File: src/rtl/dvp_stream_gen.sv
// ---------------------------------------------------------------------------
// dvp_stream_gen
//
// On-chip DVP camera imitator. Produces VSYNC/HREF frame timing and
// YCbCr422-style byte streams for NUM_CH sensors that share one timing.
// It stands in for the sensor pads so the capture, HDR-merge and DDR paths
// can be exercised in hardware without an external camera.
//
// Frame sequence: IDLE -> VS -> VFP -> LINE (V_ACTIVE lines) -> VBP -> VS ...
//
// Ports:
//   pclk        pixel clock
//   reset_n     asynchronous active-low reset
//   run_test    one-cycle start pulse (ignored while busy)
//   stop_test   one-cycle graceful stop request (current frame completes)
//   mode        pattern: 0 ramp, 1 line index, 2 frame-scrolled ramp, 3 constant
//   VSYNC       frame sync, active high
//   HREF        line valid
//   D           NUM_CH*DW data, channel k at D[k*DW +: DW], zero when HREF=0
//   busy        high whenever the generator is not idle
//   frame_cnt   frames completed since the last accepted run_test
//   frame_done  one-cycle pulse in the last cycle of every frame
//
// Optional feature macro: DVP_IMIT_LINE_TAG_EN
//   When defined, bytes 0 and 1 of every line carry the line index
//   (high byte, then low byte) on all channels, overriding the pattern.
// ---------------------------------------------------------------------------
module dvp_stream_gen #(
   parameter int unsigned     H_ACTIVE  = 1280,
   parameter int unsigned     H_TOTAL   = 5688,
   parameter int unsigned     V_ACTIVE  = 720,
   parameter int unsigned     VSYNC_LEN = 11376,
   parameter int unsigned     V_FRONT   = 976,
   parameter int unsigned     V_BACK    = 5688,
   parameter int unsigned     NUM_CH    = 2,
   parameter int unsigned     DW        = 8,
   parameter logic [DW-1:0]   CH_STEP   = 8'h40,
   parameter logic [DW-1:0]   CONST_VAL = 8'h80,
   parameter int unsigned     FRAMES    = 0
) (
   input  logic                 pclk,
   input  logic                 reset_n,
   input  logic                 run_test,
   input  logic                 stop_test,
   input  logic [1:0]           mode,
   output logic                 VSYNC,
   output logic                 HREF,
   output logic [NUM_CH*DW-1:0] D,
   output logic                 busy,
   output logic [15:0]          frame_cnt,
   output logic                 frame_done
);

   typedef enum logic [2:0] {
      IDLE,
      VS,
      VFP,
      LINE,
      VBP
   } state_t;

   localparam logic [15:0] LastLine = 16'(V_ACTIVE - 1);
   localparam logic [15:0] Frames16 = 16'(FRAMES);

   state_t               state_q, state_d;
   logic [31:0]          cnt_q, cnt_d;
   logic [15:0]          line_q, line_d;
   logic [15:0]          frame_cnt_q, frame_cnt_d;
   logic                 stop_pend_q, stop_pend_d;
   logic [1:0]           mode_lat_q, mode_lat_d;

   logic                 run_q, stop_q;
   logic [1:0]           mode_q;

   logic                 vsync_q, vsync_d;
   logic                 href_q, href_d;
   logic [NUM_CH*DW-1:0] d_q, d_d;
   logic                 busy_q, busy_d;
   logic                 frame_done_q, frame_done_d;

   logic                 runComplete;
   logic [DW-1:0]        pixBase;

   // Control inputs are captured once before the FSM uses them, so a pulse
   // sampled on one edge takes effect on the next; VSYNC and busy therefore
   // rise one edge after run_test is seen.
   always_ff @(posedge pclk or negedge reset_n) begin
      if (!reset_n) begin
         run_q  <= 1'b0;
         stop_q <= 1'b0;
         mode_q <= 2'd0;
      end else begin
         run_q  <= run_test;
         stop_q <= stop_test;
         mode_q <= mode;
      end
   end

   // A bounded run ends once the frame about to finish brings the count up
   // to FRAMES; FRAMES of zero means the run only ends on a stop request.
   assign runComplete = (FRAMES != 0) && ((frame_cnt_q + 16'd1) == Frames16);

   // Next-state logic. cnt counts cycles inside the current state (inside
   // the current line while in LINE) and restarts at zero on every state or
   // line change. A stop seen while busy is only remembered here; it is acted
   // on at the end of the frame so a frame is never cut short.
   always_comb begin
      state_d     = state_q;
      cnt_d       = cnt_q + 32'd1;
      line_d      = line_q;
      frame_cnt_d = frame_cnt_q;
      stop_pend_d = stop_pend_q;
      mode_lat_d  = mode_lat_q;

      if ((state_q != IDLE) && stop_q) begin
         stop_pend_d = 1'b1;
      end

      case (state_q)
         IDLE: begin
            cnt_d = 32'd0;
            if (run_q) begin
               state_d     = VS;
               line_d      = 16'd0;
               frame_cnt_d = 16'd0;
               stop_pend_d = stop_q;
               mode_lat_d  = mode_q;
            end
         end
         VS: begin
            if (cnt_q == VSYNC_LEN - 1) begin
               state_d = VFP;
               cnt_d   = 32'd0;
            end
         end
         VFP: begin
            if (cnt_q == V_FRONT - 1) begin
               state_d = LINE;
               cnt_d   = 32'd0;
               line_d  = 16'd0;
            end
         end
         LINE: begin
            if (cnt_q == H_TOTAL - 1) begin
               cnt_d = 32'd0;
               if (line_q == LastLine) begin
                  state_d = VBP;
               end else begin
                  line_d = line_q + 16'd1;
               end
            end
         end
         VBP: begin
            if (cnt_q == V_BACK - 1) begin
               cnt_d       = 32'd0;
               frame_cnt_d = frame_cnt_q + 16'd1;
               if (stop_pend_q || runComplete) begin
                  state_d     = IDLE;
                  stop_pend_d = 1'b0;
               end else begin
                  state_d    = VS;
                  mode_lat_d = mode_q;
               end
            end
         end
         default: begin
            state_d = IDLE;
            cnt_d   = 32'd0;
         end
      endcase
   end

   // Pattern value for the byte about to be driven, before the per-channel
   // offset. The mode and frame count are stable for the whole frame, so the
   // registered copies can be used directly.
   always_comb begin
      pixBase = '0;
      case (mode_lat_q)
         2'd0:    pixBase = DW'(cnt_d);
         2'd1:    pixBase = DW'(line_d);
         2'd2:    pixBase = DW'(cnt_d) + DW'(frame_cnt_q);
         default: pixBase = CONST_VAL;
      endcase
   end

   // Output values are derived from the next state so that, once registered,
   // every output lines up exactly with the state it belongs to.
   always_comb begin
      vsync_d      = (state_d == VS);
      href_d       = (state_d == LINE) && (cnt_d < 2 * H_ACTIVE);
      busy_d       = (state_d != IDLE);
      frame_done_d = (state_d == VBP) && (cnt_d == V_BACK - 1);
      d_d          = '0;
      if (href_d) begin
         for (int unsigned k = 0; k < NUM_CH; k++) begin
`ifdef DVP_IMIT_LINE_TAG_EN
            if (cnt_d == 32'd0) begin
               d_d[k*DW +: DW] = DW'(line_d[15:8]);
            end else if (cnt_d == 32'd1) begin
               d_d[k*DW +: DW] = DW'(line_d[7:0]);
            end else begin
               d_d[k*DW +: DW] = pixBase + DW'(k) * CH_STEP;
            end
`else
            d_d[k*DW +: DW] = pixBase + DW'(k) * CH_STEP;
`endif
         end
      end
   end

   // State and output registers. Reset is asynchronous so that pulling
   // reset_n mid-frame silences the bus immediately.
   always_ff @(posedge pclk or negedge reset_n) begin
      if (!reset_n) begin
         state_q      <= IDLE;
         cnt_q        <= 32'd0;
         line_q       <= 16'd0;
         frame_cnt_q  <= 16'd0;
         stop_pend_q  <= 1'b0;
         mode_lat_q   <= 2'd0;
         vsync_q      <= 1'b0;
         href_q       <= 1'b0;
         d_q          <= '0;
         busy_q       <= 1'b0;
         frame_done_q <= 1'b0;
      end else begin
         state_q      <= state_d;
         cnt_q        <= cnt_d;
         line_q       <= line_d;
         frame_cnt_q  <= frame_cnt_d;
         stop_pend_q  <= stop_pend_d;
         mode_lat_q   <= mode_lat_d;
         vsync_q      <= vsync_d;
         href_q       <= href_d;
         d_q          <= d_d;
         busy_q       <= busy_d;
         frame_done_q <= frame_done_d;
      end
   end

   assign VSYNC      = vsync_q;
   assign HREF       = href_q;
   assign D          = d_q;
   assign busy       = busy_q;
   assign frame_cnt  = frame_cnt_q;
   assign frame_done = frame_done_q;

endmodule

File: config.mk
export PLATFORM = sky130hd
export DESIGN_NAME = dvp_stream_gen
export DESIGN_NICKNAME = d
export VERILOG_FILES = /design/src/rtl/dvp_stream_gen.sv
export SDC_FILE = /design/constraint.sdc
export NUM_CORES = 1
export LEC_CHECK = 0
export ABC_AREA = 1
export CORE_UTILIZATION = 25
export CTS_CLUSTER_DIAMETER = 40
export CTS_CLUSTER_SIZE = 40
export DETAILED_ROUTE_END_ITERATION = 12
export SETUP_SLACK_MARGIN = 0.4
export SLEW_MARGIN = 20
export SYNTH_ARGS = -nofsm -noshare
export SYNTH_HDL_FRONTEND = slang
export SYNTH_SLANG_ARGS = --single-unit
File: constraint.sdc
create_clock -name pclk -period 4.9 [get_ports pclk]
set_input_delay 0.49 -clock pclk [delete_from_list [all_inputs] [get_ports pclk]]
set_output_delay 0.49 -clock pclk [all_outputs]
set_load 0.01 [all_outputs]
# Word-level counts from Yosys, hierarchy flattened
# Cells that the tools add are included.
# totals
ff_bits	94
output_inout_bits	36
wordCells	85
# classes
add_sub_neg	5
order_cmp	1
n_eq_ne	20
n_mux	31
reduce_logical	13
# op_table
op	count
16-bit 2-to-1 mux	7
32-bit 2-to-1 mux	3
32-bit one-hot mux with 3 select lines	1
32-bit by 13-bit equality test with 1-bit output, second input constant	2
16-bit one-hot mux with 3 select lines	1
16-bit by 1-bit adder with 16-bit output, second input constant	2
32-bit by 1-bit adder with 32-bit output, second input constant	1
32-bit by 10-bit equality test with 1-bit output, second input constant	1
32-bit by 14-bit equality test with 1-bit output, second input constant	1
32-bit by 12-bit < comparator with 1-bit output, second input constant	1
16-bit one-hot mux with 2 select lines	1
8-bit one-hot mux with 3 select lines	1
3-bit 2-to-1 mux	6
16-bit by 10-bit equality test with 1-bit output, second input constant	1
3-bit one-hot mux with 5 select lines	1
2-bit != test, second input constant	6
3-bit by 2-bit equality test with 1-bit output, second input constant	3
3-bit nonzero test	3
8-bit by 7-bit adder with 8-bit output, second input constant	1
8-bit adder	1
3-bit by 1-bit equality test with 1-bit output, second input constant	2
3-bit equality test, second input constant	2
2-bit 2-to-1 mux	3
1-bit 2-to-1 mux	5
12 further kinds	14

# Logic depth before layout (Yosys ltp)
# depth
ltp_word	7
depth_mapped	25
depth_no_buf	24

# Least setup slack after synthesis
# Ideal clock, no wire load.
# synth_path
path_kind	reg-to-reg
start	register cnt_q[0]
end	register d_q[15], in the netlist D[15]
setup_time_ps	117
arrival_ps	3173
t_required_ps	4783
path_slack_ps	1610
path_stages_with_launch	25
n_path_buf	1
path_cell_list	dfrtp_1 ha_1 inv_2 nor2_8 nand3_1 nor2_1 nand2_1 nand2_2 nand3_4 inv_2 buf_2 nor2_1 ha_1 fa_1 nand3_1 nand2_1 nand2_1 nand2_1 nand2_1 nand2_1 or2_2 nand3_1 nand3_1 nor2_1 nor2_1
# synth_via
elab_chain_cells	7
elab_cells_between_ends	23
classes_between	add/sub (3); order compare (1); eq/ne (4); mux (14); reduce/logical (1)
# synth_rtl
item	line_no	source
start: declaration	66	logic [31:0] cnt_q, cnt_d;
start signal: assignment	228	cnt_q <= cnt_d;
32-bit by 1-bit adder with 32-bit output (tied with other cells)	109	cnt_d = cnt_q + 32'd1;
32-bit 2-to-1 mux (on tied branches)	--	
32-bit one-hot mux with 3 select lines *	119	case (state_q)
net cnt_d[0]	66	
8-bit adder	181	2'd2: pixBase = DW'(cnt_d) + DW'(frame_cnt_q);
8-bit one-hot mux with 3 select lines	178	case (mode_lat_q)
8-bit by 7-bit adder with 8-bit output	205	d_d[k*DW +: DW] = pixBase + DW'(k) * CH_STEP;
16-bit 2-to-1 mux *	194	if (href_d) begin
net d_d[15]	77	logic [NUM_CH*DW-1:0] d_q, d_d;
end signal: assignment	223	d_q <= '0;
end signal: assignment	235	d_q <= d_d;
end: declaration	77	
# Mark *: on every way through the listed nets, which the timed path passes. The rest lies on a longest branch. The select of a mux whose other input is x is not followed.
# A chain may end at the register's enable or synchronous reset.

# Final worst setup path
# Same ends and word-level chain as after synthesis.

==> results by group <==
Floorplanning
  – Die Y: roughly 150 um
  – Initial Util: 25.4%
  – Top-level I/O count: 42
  – Die width: ~150 um
  – Core Area: approximately 23000 um2
  – FP Rows: between 50 and 60
  – DIE AREA: approximately 24000 um2

Placement
  – Dpl cell area: ~6500 um2
  – GP Congestion: approximately 0.93
  – Port-buffer cells: between 40 and 50
  – Placed wire-length estimate: around 13000 um

Worst setup path
  – Crit path required time: 5.14 ns
  – R2R setup slack: just over 0.9 ns
  – Worst path max stage delay: ~0.4 ns
  – Startpoint types: flop
  – Critical Path Most Common Cell: nand2_1
  – Crit path max fanout: 24
  – Slowest cell on the critical path: dfrtp_1
  – Worst r2r src: cnt_q[0]
  – Kind of end point of the critical path: flop
  – Crit-path cells: ha_1 -> inv_2 -> nor2_8 -> nand3_1 -> nor2_1 -> nand2_1 -> nand2_2 -> nand3_4 -> inv_2 -> nor2_1 -> ha_1 -> fa_1 -> nand3_1 -> nand2_1 -> nand2_1 -> nand2_1 -> nand2_1 -> nand2_1 -> or2_2 -> nand3_1 -> nand3_1 -> nor2_1 -> nor2_1
  – FF-to-FF End: D[15]
  – Worst setup path class: reg2reg
  – Reg2Reg Depth: 23
  – Critical Path AT: ~4.2 ns

STA
  – Fin crit period: about 4.0 ns
  – # setup viols final: 0
  – Final worst-path cycle share: 81.5%
  – TNS Setup: 0 ns
  – Final hold vios: 0
  – Max-slew headroom: 53.8%
  – F_max: 250 MHz
  – RSZ-0062 raised after global routing: no
  – Clock skew: ~0.0074 ns
  – Worst Tran Pin Value: roughly 0.7 ns
  – Worst hold margin: around 0.085 ns
  – Max-slew violation count: 0

Yosys
  – Yosys reg bits: 88
  – Distinct cells, synth: 41
  – Syn Nets: between 800 and 900
  – Area contributors post-synth: dfrtp_1 (38%), nand2_1 (16%), nor2_1 (9.3%), inv_1 (7.8%), nand3_1 (5.5%)
  – Largest area contributor in the netlist: dfrtp_1
  – Mean Syn Cell Area: about 6.8 um2
  – Top cell type's share of synthesized area: 38.2%
  – EDFF count, synth: 0
  – Ys Warns: 0
  – Post-Syn Area: about 5800 um2
  – Synth Flop Type: dfrtp_1
  – Post-synth top cells: nand2_1 (249), nor2_1 (143), inv_1 (119), dfrtp_1 (88), nand3_1 (63)
  – Synth Instances: around 850
  – Part of the Yosys area used for sequential elements: a little under two fifths
  – Async SR Flop Fraction: 100%
  – Count leader, synth: nand2_1

Global route
  – All-Layer GR Usage: approximately 14%
  – Initial antenna violation count: 0
  – Total gr overflow: 0
  – Largest net degree at the start of global routing: 56
  – Global-route wire length before repair: between 20000 and 30000 um
  – Vias in the first global route: ~5200

Run status
  – Status: finished clean

CTS
  – CTS Buf Count: 9
  – CTS root buf: clkbuf_16
  – Post-CTS Setup Inserts: 0
  – Maximum clock insertion buffer count: 2
  – Clk sinks: 88
  – Htree depth: 3
  – CTS Hold Bufs: 0
  – Clock Latency Late Sink: roughly 0.35 ns
  – Post-CTS sizing: 0
  – Reg clk slew, reported paths: approximately 0.060 ns
  – CTS tree: done

Flow run
  – Maxcap violations: 0

Pwr
  – Peak supply drop: between 0.0001 and 0.00015 V
  – Pwr/cell area: roughly 280 nW/um2
  – Final Total Pwr: about 1.9 mW
  – Lkg Pwr: between 3 and 4 nW

Cells and area
  – Share of layout cells above drive strength 1: 5.32%
  – Nets: about 910
  – Post-route cell area: around 6800 um2
  – Inserted Diodes: 0
  – Synth-to-layout area growth: 18.1%

Hold path
  – Min-delay worst type: in2async

Route
  – DR WL/cell: around 13 um
  – DR pass1 iterations: 5
  – Final ANT Viol Nets: 0
  – Via-per-instance ratio: around 4.6
  – Initial DRC count: 327
  – Via count: roughly 5500
  – # DRC: 0
  – Post-detailed-routing wire length: about 16000 um
-- per-layer routing --
| metal | up-vias | routed length (um) | track usage [%] |
|---|---|---|---|
| li1 | 2791 | - | - |
| met5 | - | 0 | 0 |
| met3 | 20 | 726 | 1.75 |
| met4 | 0 | 264 | 4.71 |
| met2 | 129 | 7100 | 21.8 |
| met1 | 2564 | 7890 | 20.0 |
-- where the power goes --
part	internal, mW	total (mW)	leakage (nW)	switching (mW)
Clock	0.463	0.766	0.159	0.303
Sequential	0.756	0.797	1.19	0.0408
Combinational	0.0984	0.318	1.87	0.220
-- registers in the layout, indices dropped and copies added, names as in the netlist --
name,flops
frame_done,1
D,10
stop_q,1
busy,1
mode_lat_q,2
cnt_q,32
frame_cnt,16
VSYNC,1
line_q,16
state_q,3
run_q,1
mode_q,2
HREF,1
stop_pend_q,1
-- through the flow --
step,util (%),instances,worst slack [ns]
detailed placement,28.6,1171,0.948
CTS,30.0,1187,0.926
global route,30.0,1187,0.550
global placement,28.6,1171,1.02
floorplan,-,853,1.61
finish,30.0,1187,0.907
-- worst max-delay path, delay by kind of cell (launching register included) --
kind	cells	cell delay, ns
DFF	1	0.40
and+or+nand+nor	18	2.08
adders and majority gates	3	0.91
buffers and inverters	2	0.49
-- layout by cell type (no fill, tap or decap), types with 3 or more instances in the layout --
cell             Yosys  layout
nor3b_1              3       3
nor2_4               3       3
o211ai_1             7       7
clkdlybuf4s50_1      0      40
nor2_1             143     143
ha_1                10      10
nand4_1             12      12
nor2_2               7       7
nor4_1               3       3
xor2_1              16      16
inv_1              119     119
or2_2                3       3
nand2_1            249     249
o21ai_0             26      26
nand2_2              6       6
dfrtp_1             88      88
o31ai_1              6       6
buf_4                6       4
nor3_1              24      23
clkbuf_16            0       9
nand3_1             63      63
and2_1               3       3
a21oi_1             28      28
-- cells by family (layout without fill, tap and decap cells) --
group,after synthesis,in the layout,synth area share (%)
AO/OA/AOI/OAI,76,76,7.58
buffers and inverters,132,181,9.27
XOR/XNOR,18,18,2.74
flip-flops,88,88,38.2
AND/OR/NAND/NOR,528,528,39.7
adder cells (fa/ha/maj),11,11,2.52
-- final cells by class --
class	count	area (um2)
Fill cell	2459	15800
Inverter	121	454
Multi-Input combinational cell	633	3030
Clock buffer	10	239
Tap cell	285	357
Timing Repair Buffer	44	430
Clock inverter	6	90.1
Sequential cell	88	2200
-- worst max path at each step --
stage	from	endpoint	slack [ns]	cells past startpoint
6_report	cnt_q[0]	D[15]	0.91	23
5_1_grt	cnt_q[0]	D[15]	0.55	23
4_1_cts	cnt_q[0]	D[15]	0.93	23
3_5_place_dp	cnt_q[0]	D[15]	0.95	23
3_3_place_gp	cnt_q[0]	D[15]	1.02	24
2_1_floorplan	cnt_q[0]	D[15]	1.61	24
Power figures use the tool's default switching activity.
